<file path="src/rtl/bs_axis_pkg.sv">
// bs_axis_pkg: shared beat width, FIFO entry layout and FSM states for the byte-to-AXIS packer
package bs_axis_pkg;
  localparam int BEAT_W = 64;
  localparam int KEEP_W = 8;
  typedef struct packed {
    logic [BEAT_W-1:0] data;
    logic [KEEP_W-1:0] keep;
    logic              last;
  } beat_t;
  typedef enum logic {IDLE, ACTIVE} state_t;
endpackage

</file>
<file path="src/rtl/bs_axis_fifo.sv">
// bs_axis_fifo: FWFT beat FIFO (wr_en/wr_data in, rd_en/rd_data out, full/empty/free status); push while full succeeds only with a pop
module bs_axis_fifo
  import bs_axis_pkg::*;
#(
  parameter int DEPTH = 16,
  parameter int AW = $clog2(DEPTH)
) (
  input  logic        clk,
  input  logic        rst_n,
  input  logic        wr_en,
  input  beat_t       wr_data,
  input  logic        rd_en,
  output beat_t       rd_data,
  output logic        full,
  output logic        empty,
  output logic [AW:0] free
);
  localparam logic [AW:0] DEPTH_C = (AW+1)'(DEPTH);
  beat_t mem [DEPTH];
  logic [AW-1:0] wr_ptr, rd_ptr;
  logic [AW:0] cnt;
  logic wr_ok, rd_ok;
  assign full    = cnt == DEPTH_C;
  assign empty   = cnt == '0;
  assign free    = DEPTH_C - cnt;
  assign rd_ok   = rd_en && !empty;
  assign wr_ok   = wr_en && (!full || rd_ok);
  assign rd_data = empty ? '0 : mem[rd_ptr];
  always_ff @(posedge clk or negedge rst_n) begin
    if (!rst_n) begin
      wr_ptr <= '0;
      rd_ptr <= '0;
      cnt    <= '0;
    end else begin
      wr_ptr <= wr_ok ? wr_ptr + AW'(1) : wr_ptr;
      rd_ptr <= rd_ok ? rd_ptr + AW'(1) : rd_ptr;
      cnt    <= cnt + (AW+1)'(wr_ok) - (AW+1)'(rd_ok);
    end
  end
  always_ff @(posedge clk) begin
    if (wr_ok) mem[wr_ptr] <= wr_data;
  end
endmodule

</file>
<file path="src/rtl/bs_axis_packer.sv">
// bs_axis_packer: packs h264 bitstream bytes (frame_start_i/byte_*/frame_done_i) into 64-bit AXIS beats (t*) with FIFO, wready_o, overflow_o and frame_bytes_o/frame_end_o
module bs_axis_packer
  import bs_axis_pkg::*;
#(
  parameter int FIFO_DEPTH   = 16,
  parameter int AFULL_MARGIN = 2
) (
  input  logic              clk,
  input  logic              rst_n,
  input  logic              frame_start_i,
  input  logic              byte_valid_i,
  input  logic [7:0]        byte_data_i,
  input  logic              frame_done_i,
  output logic [BEAT_W-1:0] tdata_o,
  output logic [KEEP_W-1:0] tkeep_o,
  output logic              tvalid_o,
  output logic              tlast_o,
  input  logic              tready_i,
  output logic              wready_o,
  output logic              overflow_o,
  output logic [31:0]       frame_bytes_o,
  output logic              frame_end_o
);
  localparam int AW = $clog2(FIFO_DEPTH);
  localparam logic [AW:0] MARGIN = (AW+1)'(AFULL_MARGIN);
  state_t state, state_nxt;
  logic [2:0] lane_cnt;
  logic [55:0] acc;
  logic [31:0] byte_cnt;
  logic accept, last, push, pop, full, empty;
  logic [AW:0] free, free_nxt;
  logic [BEAT_W-1:0] beat_data;
  beat_t beat, head;
  assign accept    = state == ACTIVE && byte_valid_i && !frame_start_i;
  assign last      = accept && frame_done_i;
  assign push      = accept && (lane_cnt == 3'd7 || frame_done_i);
  assign pop       = tvalid_o && tready_i;
  // acc is zeroed after every push, so lanes above the current one are always 0
  assign beat_data = {8'h00, acc} | (BEAT_W'(byte_data_i) << {lane_cnt, 3'b000});
  assign beat      = {beat_data, 8'hFF >> (3'd7 - lane_cnt), frame_done_i};
  // wready_o tracks the free count after this edge, so it is exact rather than a cycle late
  assign free_nxt  = free - (AW+1)'(push && (!full || pop)) + (AW+1)'(pop);
  assign tvalid_o  = !empty;
  assign tdata_o   = head.data;
  assign tkeep_o   = head.keep;
  assign tlast_o   = head.last;
  bs_axis_fifo #(.DEPTH(FIFO_DEPTH)) u_fifo (
    .clk    (clk),
    .rst_n  (rst_n),
    .wr_en  (push),
    .wr_data(beat),
    .rd_en  (pop),
    .rd_data(head),
    .full   (full),
    .empty  (empty),
    .free   (free)
  );
  always_comb begin
    state_nxt = frame_start_i ? ACTIVE : (last ? IDLE : state);
  end
  always_ff @(posedge clk or negedge rst_n) begin
    if (!rst_n) begin
      state         <= IDLE;
      lane_cnt      <= '0;
      acc           <= '0;
      byte_cnt      <= '0;
      overflow_o    <= 1'b0;
      frame_bytes_o <= '0;
      frame_end_o   <= 1'b0;
      wready_o      <= 1'b1;
    end else begin
      state       <= state_nxt;
      frame_end_o <= last;
      wready_o    <= free_nxt > MARGIN;
      if (frame_start_i) begin
        lane_cnt   <= '0;
        acc        <= '0;
        byte_cnt   <= '0;
        overflow_o <= 1'b0;
      end else if (accept) begin
        byte_cnt   <= byte_cnt + 32'd1;
        lane_cnt   <= push ? 3'd0 : lane_cnt + 3'd1;
        acc        <= push ? '0 : beat_data[55:0];
        overflow_o <= overflow_o || (push && full && !pop);
      end
      if (last) frame_bytes_o <= byte_cnt + 32'd1;
    end
  end
endmodule
</file>
<file path="config.mk">
export PLATFORM = sky130hd
export DESIGN_NAME = bs_axis_packer
export DESIGN_NICKNAME = d
export VERILOG_FILES = /design/src/rtl/bs_axis_pkg.sv /design/src/rtl/bs_axis_fifo.sv /design/src/rtl/bs_axis_packer.sv
export SDC_FILE = /design/constraint.sdc
export NUM_CORES = 2
export LEC_CHECK = 0
export BUFFER_PORTS_ARGS = -buffer_cell sky130_fd_sc_hd__buf_2
export CAP_MARGIN = 30
export CORE_MARGIN = 4
export CORE_UTILIZATION = 45
export CTS_BUF_LIST = sky130_fd_sc_hd__clkbuf_16
export DETAILED_ROUTE_END_ITERATION = 12
export PLACE_DENSITY = 0.63
export SLEW_MARGIN = 20
export SYNTH_ARGS = -nofsm -noshare
export SYNTH_HDL_FRONTEND = slang
export SYNTH_SLANG_ARGS = --single-unit
</file>
<file path="constraint.sdc">
create_clock -name clk -period 19.62 [get_ports clk]
set_input_delay 1.962 -clock clk [delete_from_list [all_inputs] [get_ports clk]]
set_output_delay 1.962 -clock clk [all_outputs]
set_load 0.03 [all_outputs]
</file>
# Word-level counts from Yosys, hierarchy flattened
# Memories as Yosys holds them, arrays and structs flattened.
# Index checks and enable logic that the tools add are counted.
[classes]
reduce_logical = 21
shifts = 2
bitwise_logic = 1
addsub = 10
n_lt_le_gt_ge = 1
mux = 15
n_eq_ne = 2
[ops]
columns = ["op", "n"]
rows = [
  ["56-bit 2-to-1 mux", 3],
  ["73-bit 2-to-1 mux", 1],
  ["32-bit 2-to-1 mux", 2],
  ["56-bit by 64-bit OR with 64-bit output", 1],
  ["8-bit by 6-bit left shift with 64-bit output", 1],
  ["32-bit by 1-bit adder with 32-bit output (second input constant)", 1],
  ["5-bit by 1-bit adder with 5-bit output", 2],
  ["1-bit logical AND", 10],
  ["5-bit by 1-bit subtractor with 5-bit output", 2],
  ["3-bit 2-to-1 mux", 3],
  ["4-bit by 1-bit adder with 4-bit output (second input constant)", 2],
  ["8-bit by 3-bit >> shifter with 8-bit output (first input constant)", 1],
  ["1-bit 2-to-1 mux", 6],
  ["5-bit equality test (second input constant)", 1],
  ["5-bit by 2-bit greater-than comparator with 1-bit output (second input constant)", 1],
  ["5-bit zero test", 1],
  ["5-bit subtractor (first input constant)", 1],
  ["1-bit zero test", 4],
  ["1-bit logical OR", 4],
  ["2-bit nonzero test", 2],
  ["3-bit by 1-bit adder with 3-bit output (second input constant)", 1],
  ["3-bit equality test (second input constant)", 1],
  ["3-bit subtractor (first input constant)", 1],
]
[totals]
ram_bits = 1168
elab_cells = 64
output_inout_bits = 109
memories = 1
ff_bits = 140
inputBits = 14
[mem_list]
columns = ["name", "words", "width", "read_ports", "rd_ports_with_merged_regs", "write_ports", "line_no", "source"]
rows = [
  ["u_fifo.mem", 16, 73, 1, 0, 1, "bs_axis_fifo.sv:19", "beat_t mem [DEPTH];"],
]

# Longest topological paths before layout
[depth]
word_depth = 8
ltp_mapped = 15

# Modules after synthesis
# From an unflattened synthesis, not the netlist that was laid out.
[hier_totals]
cells_unflattened = 3141
area_unflattened_um2 = 52502.9
[modules_own_cells]
columns = ["module", "cells_per_inst", "seq_area_each_um2", "area_per_inst_um2", "instances"]
rows = [
  ["bs_axis_fifo", 2465, 35399.0, 46004.1, 1],
  ["bs_axis_packer", 676, 3179.3, 6498.7, 1],
]

# Least setup slack after synthesis
# OpenSTA, ideal clock, no wires.
[synth_timing]
path_type = "in2reg"
startpoint = "input tready_i"
endpoint = "memory u_fifo.mem[3][0] (netlist name), enable pin"
t_arrival_ns = 7.753
setup_ns = 0.590
required_time_ns = 19.030
slack_ns = 11.277
path_stages = 4
path_cell_list = "and4b_1 nor4_4 nand2_1 nor3_1"
[synth_via]
elab_chain_len = 6
[synth_rtl]
columns = ["element", "line_no", "source"]
rows = [
  ["start: declaration", "bs_axis_packer.sv:18", "input logic tready_i,"],
  ["1-bit logical AND", "bs_axis_packer.sv:37", "assign pop = tvalid_o && tready_i;"],
  ["1-bit logical AND", "bs_axis_fifo.sv:26", "assign rd_ok = rd_en && !empty;"],
  ["1-bit logical OR", "bs_axis_fifo.sv:27", "assign wr_ok = wr_en && (!full || rd_ok);"],
  ["1-bit logical AND", "bs_axis_fifo.sv:27", ""],
  ["via u_fifo.wr_ok", "bs_axis_fifo.sv:22", "logic wr_ok, rd_ok;"],
  ["1-bit 2-to-1 mux", "bs_axis_fifo.sv:41", "if (wr_ok) mem[wr_ptr] <= wr_data;"],
  ["1-bit 2-to-1 mux (not written as such)", "bs_axis_fifo.sv:41", ""],
  ["end: declaration", "bs_axis_fifo.sv:19", ""],
]
# The timed path passes the listed nets, and every way through them passes these cells.

# Worst setup path in the final report
[layout_timing]
startpoint = "register u_fifo.cnt[2]"
endpoint = "output tdata_o[40]"
[layout_via]
elab_chain_len = 2
[layout_rtl]
columns = ["element", "line_no", "source"]
rows = [
  ["start: declaration", "bs_axis_fifo.sv:21", "logic [AW:0] cnt;"],
  ["start signal: assignment", "bs_axis_fifo.sv:37", "cnt <= cnt + (AW+1)'(wr_ok) - (AW+1)'(rd_ok);"],
  ["5-bit zero test", "bs_axis_fifo.sv:24", "assign empty = cnt == '0;"],
  ["73-bit 2-to-1 mux", "bs_axis_fifo.sv:28", "assign rd_data = empty ? '0 : mem[rd_ptr];"],
  ["end: declaration", "bs_axis_packer.sv:14", "output logic [BEAT_W-1:0] tdata_o,"],
]
# Every way passes these cells.

==> run_results.csv <==
group,metric,value,unit
timing,maxSlewViolCount,0,
logic_synthesis,synthCells,2498,
timing,setup_violations,0,
floorplan,rows,122,
cells_and_area,postLayoutCellArea,0.05755,sq mm
global_route,grt_pass1_wl,174900,um
cts,path_clk_slew,0.06,ns
logic_synthesis,yosys.area.top_type,"edfxtp_1",
setup_path,cp.required,17.66,ns
logic_synthesis,ys_warn_count,0,
cts,cts_tree,"done",
cells_and_area,multi_input_area,0.01195,sq mm
logic_synthesis,synth_fa_ha_area_share,0.5738,%
cts,clockBufferDepth,3,
setup_path,startpoint_type,"flip-flop",
placement,portBuffers,122,
cts,cts-root-buf,"clkbuf_16",
cts,cts_max_level,4,
timing,period_share,31.20,%
power,worst_ir_drop_vdd,0.1467,mV
logic_synthesis,syn-cell-area,0.05059,sq mm
route,via_count,25190,
cells_and_area,syn2layout_area_growth,13.76,%
route,via_per_inst,5.865,
logic_synthesis,synth.most_common_cell,"edfxtp_1",
logic_synthesis,synthSimpleGateAreaFrac,2.716,%
setup_path,timing.rr.start,"lane_cnt[0]$_DFFE_PN0P_",
route,wl_per_cell,27.63,um
logic_synthesis,synth_compound_area_share,3.003,%
setup_path,cp-end-kind,"output pin",
cts,clk-insertion-delay-late,0.73,ns
cells_and_area,fin_nets,2729,
global_route,antenna_found_initial,14,
power,power,7.452,mW
route,drtPass1Iterations,7,
floorplan,initial_core_util,45.52,%
logic_synthesis,synth_top_family_by_area,"multiplexers",
timing,fmax,0.1633,GHz
route,drc,0,
floorplan,core_area,0.1111,sq mm
setup_path,crit_fanout,42,
timing,finalClockSkew,0.02702,ns
cts,cts_setup_buffers,0,
global_route,grt_pass1_vias,26270,
logic_synthesis,syn_area_per_cell,20.25,sq um
timing,finalHoldViolCount,0,
setup_path,cp-startpoint,"u_fifo.cnt[2]$_DFF_PN0_",
flow_run,cap_violations,0,
global_route,grt_overflow,0,
logic_synthesis,synth_nets,2534,
route,wl,118600,um
worst_hold_path,hp-start,"frame_bytes_o[2]$_DFFE_PN0P_",
placement,hpwl,62570,um
setup_path,worst-setup-path-type,"flip-flop to output pin",
logic_synthesis,synth_xor_area_share,1.229,%
cells_and_area,seq_area,0.03811,sq mm
floorplan,top_level_ports,123,
logic_synthesis,muxShareOfSynthArea,15.72,%
global_route,grt_usage,20.39,%
cts,hold_buffers,0,
floorplan,design.die.area,0.1178,sq mm
timing,slew_headroom,23.20,%
placement,place.gp.congestion,0.7634,
logic_synthesis,yosys-top-cells-area,"edfxtp_1 (68%), mux4_2 (13%), dfrtp_1 (6.9%), mux2i_1 (2.8%), o22ai_1 (0.89%)",
timing,setup-tns-final,0,ns
timing,tightest_slew,1.152,ns
global_route,grt_max_degree,169,
cts,cts.repair.resized,0,
power,power_density,129.5,mW/mm^2
cells_and_area,fillCellCount,8680,
route,first_iter_violations,2637,
timing,rsz0062_at_grt,"false",
placement,postPlaceCellArea,0.05321,sq mm
cts,cts_made_buffers,135,
cts,clock_sinks,1292,
logic_synthesis,synth_ff_type,"edfxtp_1",
timing,period_needed,6.122,ns
worst_hold_path,min_path_type,"flip-flop to flip-flop",
logic_synthesis,synth_commonest_cells,"edfxtp_1 (1152), mux4_2 (288), mux2i_1 (144)",
logic_synthesis,async_flop_share,10.84,%
route,ant_nets,0,
cells_and_area,layout-drive-gt1-share,25.59,%
outcome,status,"completed",
logic_synthesis,yosysSeqAreaShare,75.31,%
floorplan,die-width,343.3,um
floorplan,fp.dieH,343.3,um
logic_synthesis,synth_edf_count,1152,
power,leakage,20.44,nW
logic_synthesis,ys_ff_latch,1292,
setup_path,cp.arrival,4.16,ns
logic_synthesis,synth_top_area_share,68.38,%
logic_synthesis,synth_cell_type_count,49,
## critical path, stage by stage, from the launching register on
cell and delay (ns):
dfrtp_1 0.40, inv_1 0.13, ha_1 0.21, nand3b_1 0.38, nand2b_4 0.69, buf_4 0.82
o22ai_1 0.45, buf_2 0.31
## routing by layer
metal / global-route usage, % / share of wire, % / vias to the layer above
met2: 33.03 / 49 / 1006
met1: 28.22 / 42 / 13430
met5: 0 / 0.022 / -
li1: - / - / 10550
met4: 6.240 / 2.5 / 4
met3: 4.180 / 7.3 / 201
## where the power goes
group          switching, mW  internal [mW]  total (mW)
sequential            0.0703           3.04        3.11
clock                   1.02           1.34        2.36
combinational           1.19          0.791        1.98
total                   2.28           5.17        7.45
## metrics by stage
stage / worst slack [ns] / utilization [%] / instances / hold slack [ns]
CTS: 13.02 / 51.56 / 4268 / 0.4870
detailed placement: 13.81 / 47.89 / 4026 / 0.4728
finish: 13.50 / 51.78 / 4294 / 0.4862
global route: 13.11 / 51.77 / 4288 / 0.5103
global placement: 13.28 / 47.64 / 4012 / 0.4642
floorplan: 11.28 / - / 2498 / 0.4583
## state kept, by name, summed over array words and instances (netlist names)
| register | flops |
|---|---|
| overflow_o | 1 |
| frame_bytes_o | 32 |
| u_fifo.mem | 1152 |
| u_fifo.wr_ptr | 4 |
| byte_cnt | 32 |
| u_fifo.cnt | 5 |
| frame_end_o | 1 |
| acc | 56 |
| u_fifo.rd_ptr | 4 |
| wready_o | 1 |
| lane_cnt | 3 |
| state | 1 |
## cells by family after synthesis
family          count (synthesis)
compound gates                231
flops                        1292
simple gates                  283
xor+xnor                       71
fa+ha+maj                      22
mux                           434
buf+inv                       165
## path summary, 6_finish.rpt
| check | end | slack (ns) | depth (start not counted) |
|---|---|---|---|
| setup / recovery | tdata_o[40] | 13.50 | 7 |
| hold / removal | frame_bytes_o[2]$_DFFE_PN0P_ | 0.49 | 2 |
| setup reg to reg | u_fifo.mem[0][19]$_DFFE_PP_ | 14.41 | 8 |
| hold reg to reg | frame_bytes_o[2]$_DFFE_PN0P_ | 0.49 | 2 |
| max in group asynchronous | acc[51]$_DFFE_PN0P_ | 16.98 | 2 |
| min in group asynchronous | frame_bytes_o[26]$_DFFE_PN0P_ | 1.28 | 1 |
## placed cells by master, fill, tap and decap left out, types with 31 or more instances in the layout
| cell type | n |
|---|---|
| buf_4 | 58 |
| edfxtp_1 | 1152 |
| dfrtp_1 | 136 |
| o22ai_1 | 72 |
| inv_1 | 61 |
| mux2i_1 | 144 |
| buf_2 | 122 |
| xor2_1 | 44 |
| a21o_1 | 33 |
| nand3_1 | 31 |
| clkbuf_16 | 141 |
| nor2_1 | 73 |
| mux4_2 | 288 |
| nand2_1 | 98 |
| o21ai_0 | 33 |
## layout make-up
cell class	count	share of cell area (%)
multi-input cells	1041	20.76
inverters	22	0.1435
diodes	8	0.03479
clock inverters	101	0.9675
well taps	1488	3.235
flip-flops and latches	1292	66.22
repair buffers	201	2.505
clock buffers	141	6.131
Power figures use the tool's default switching activity.
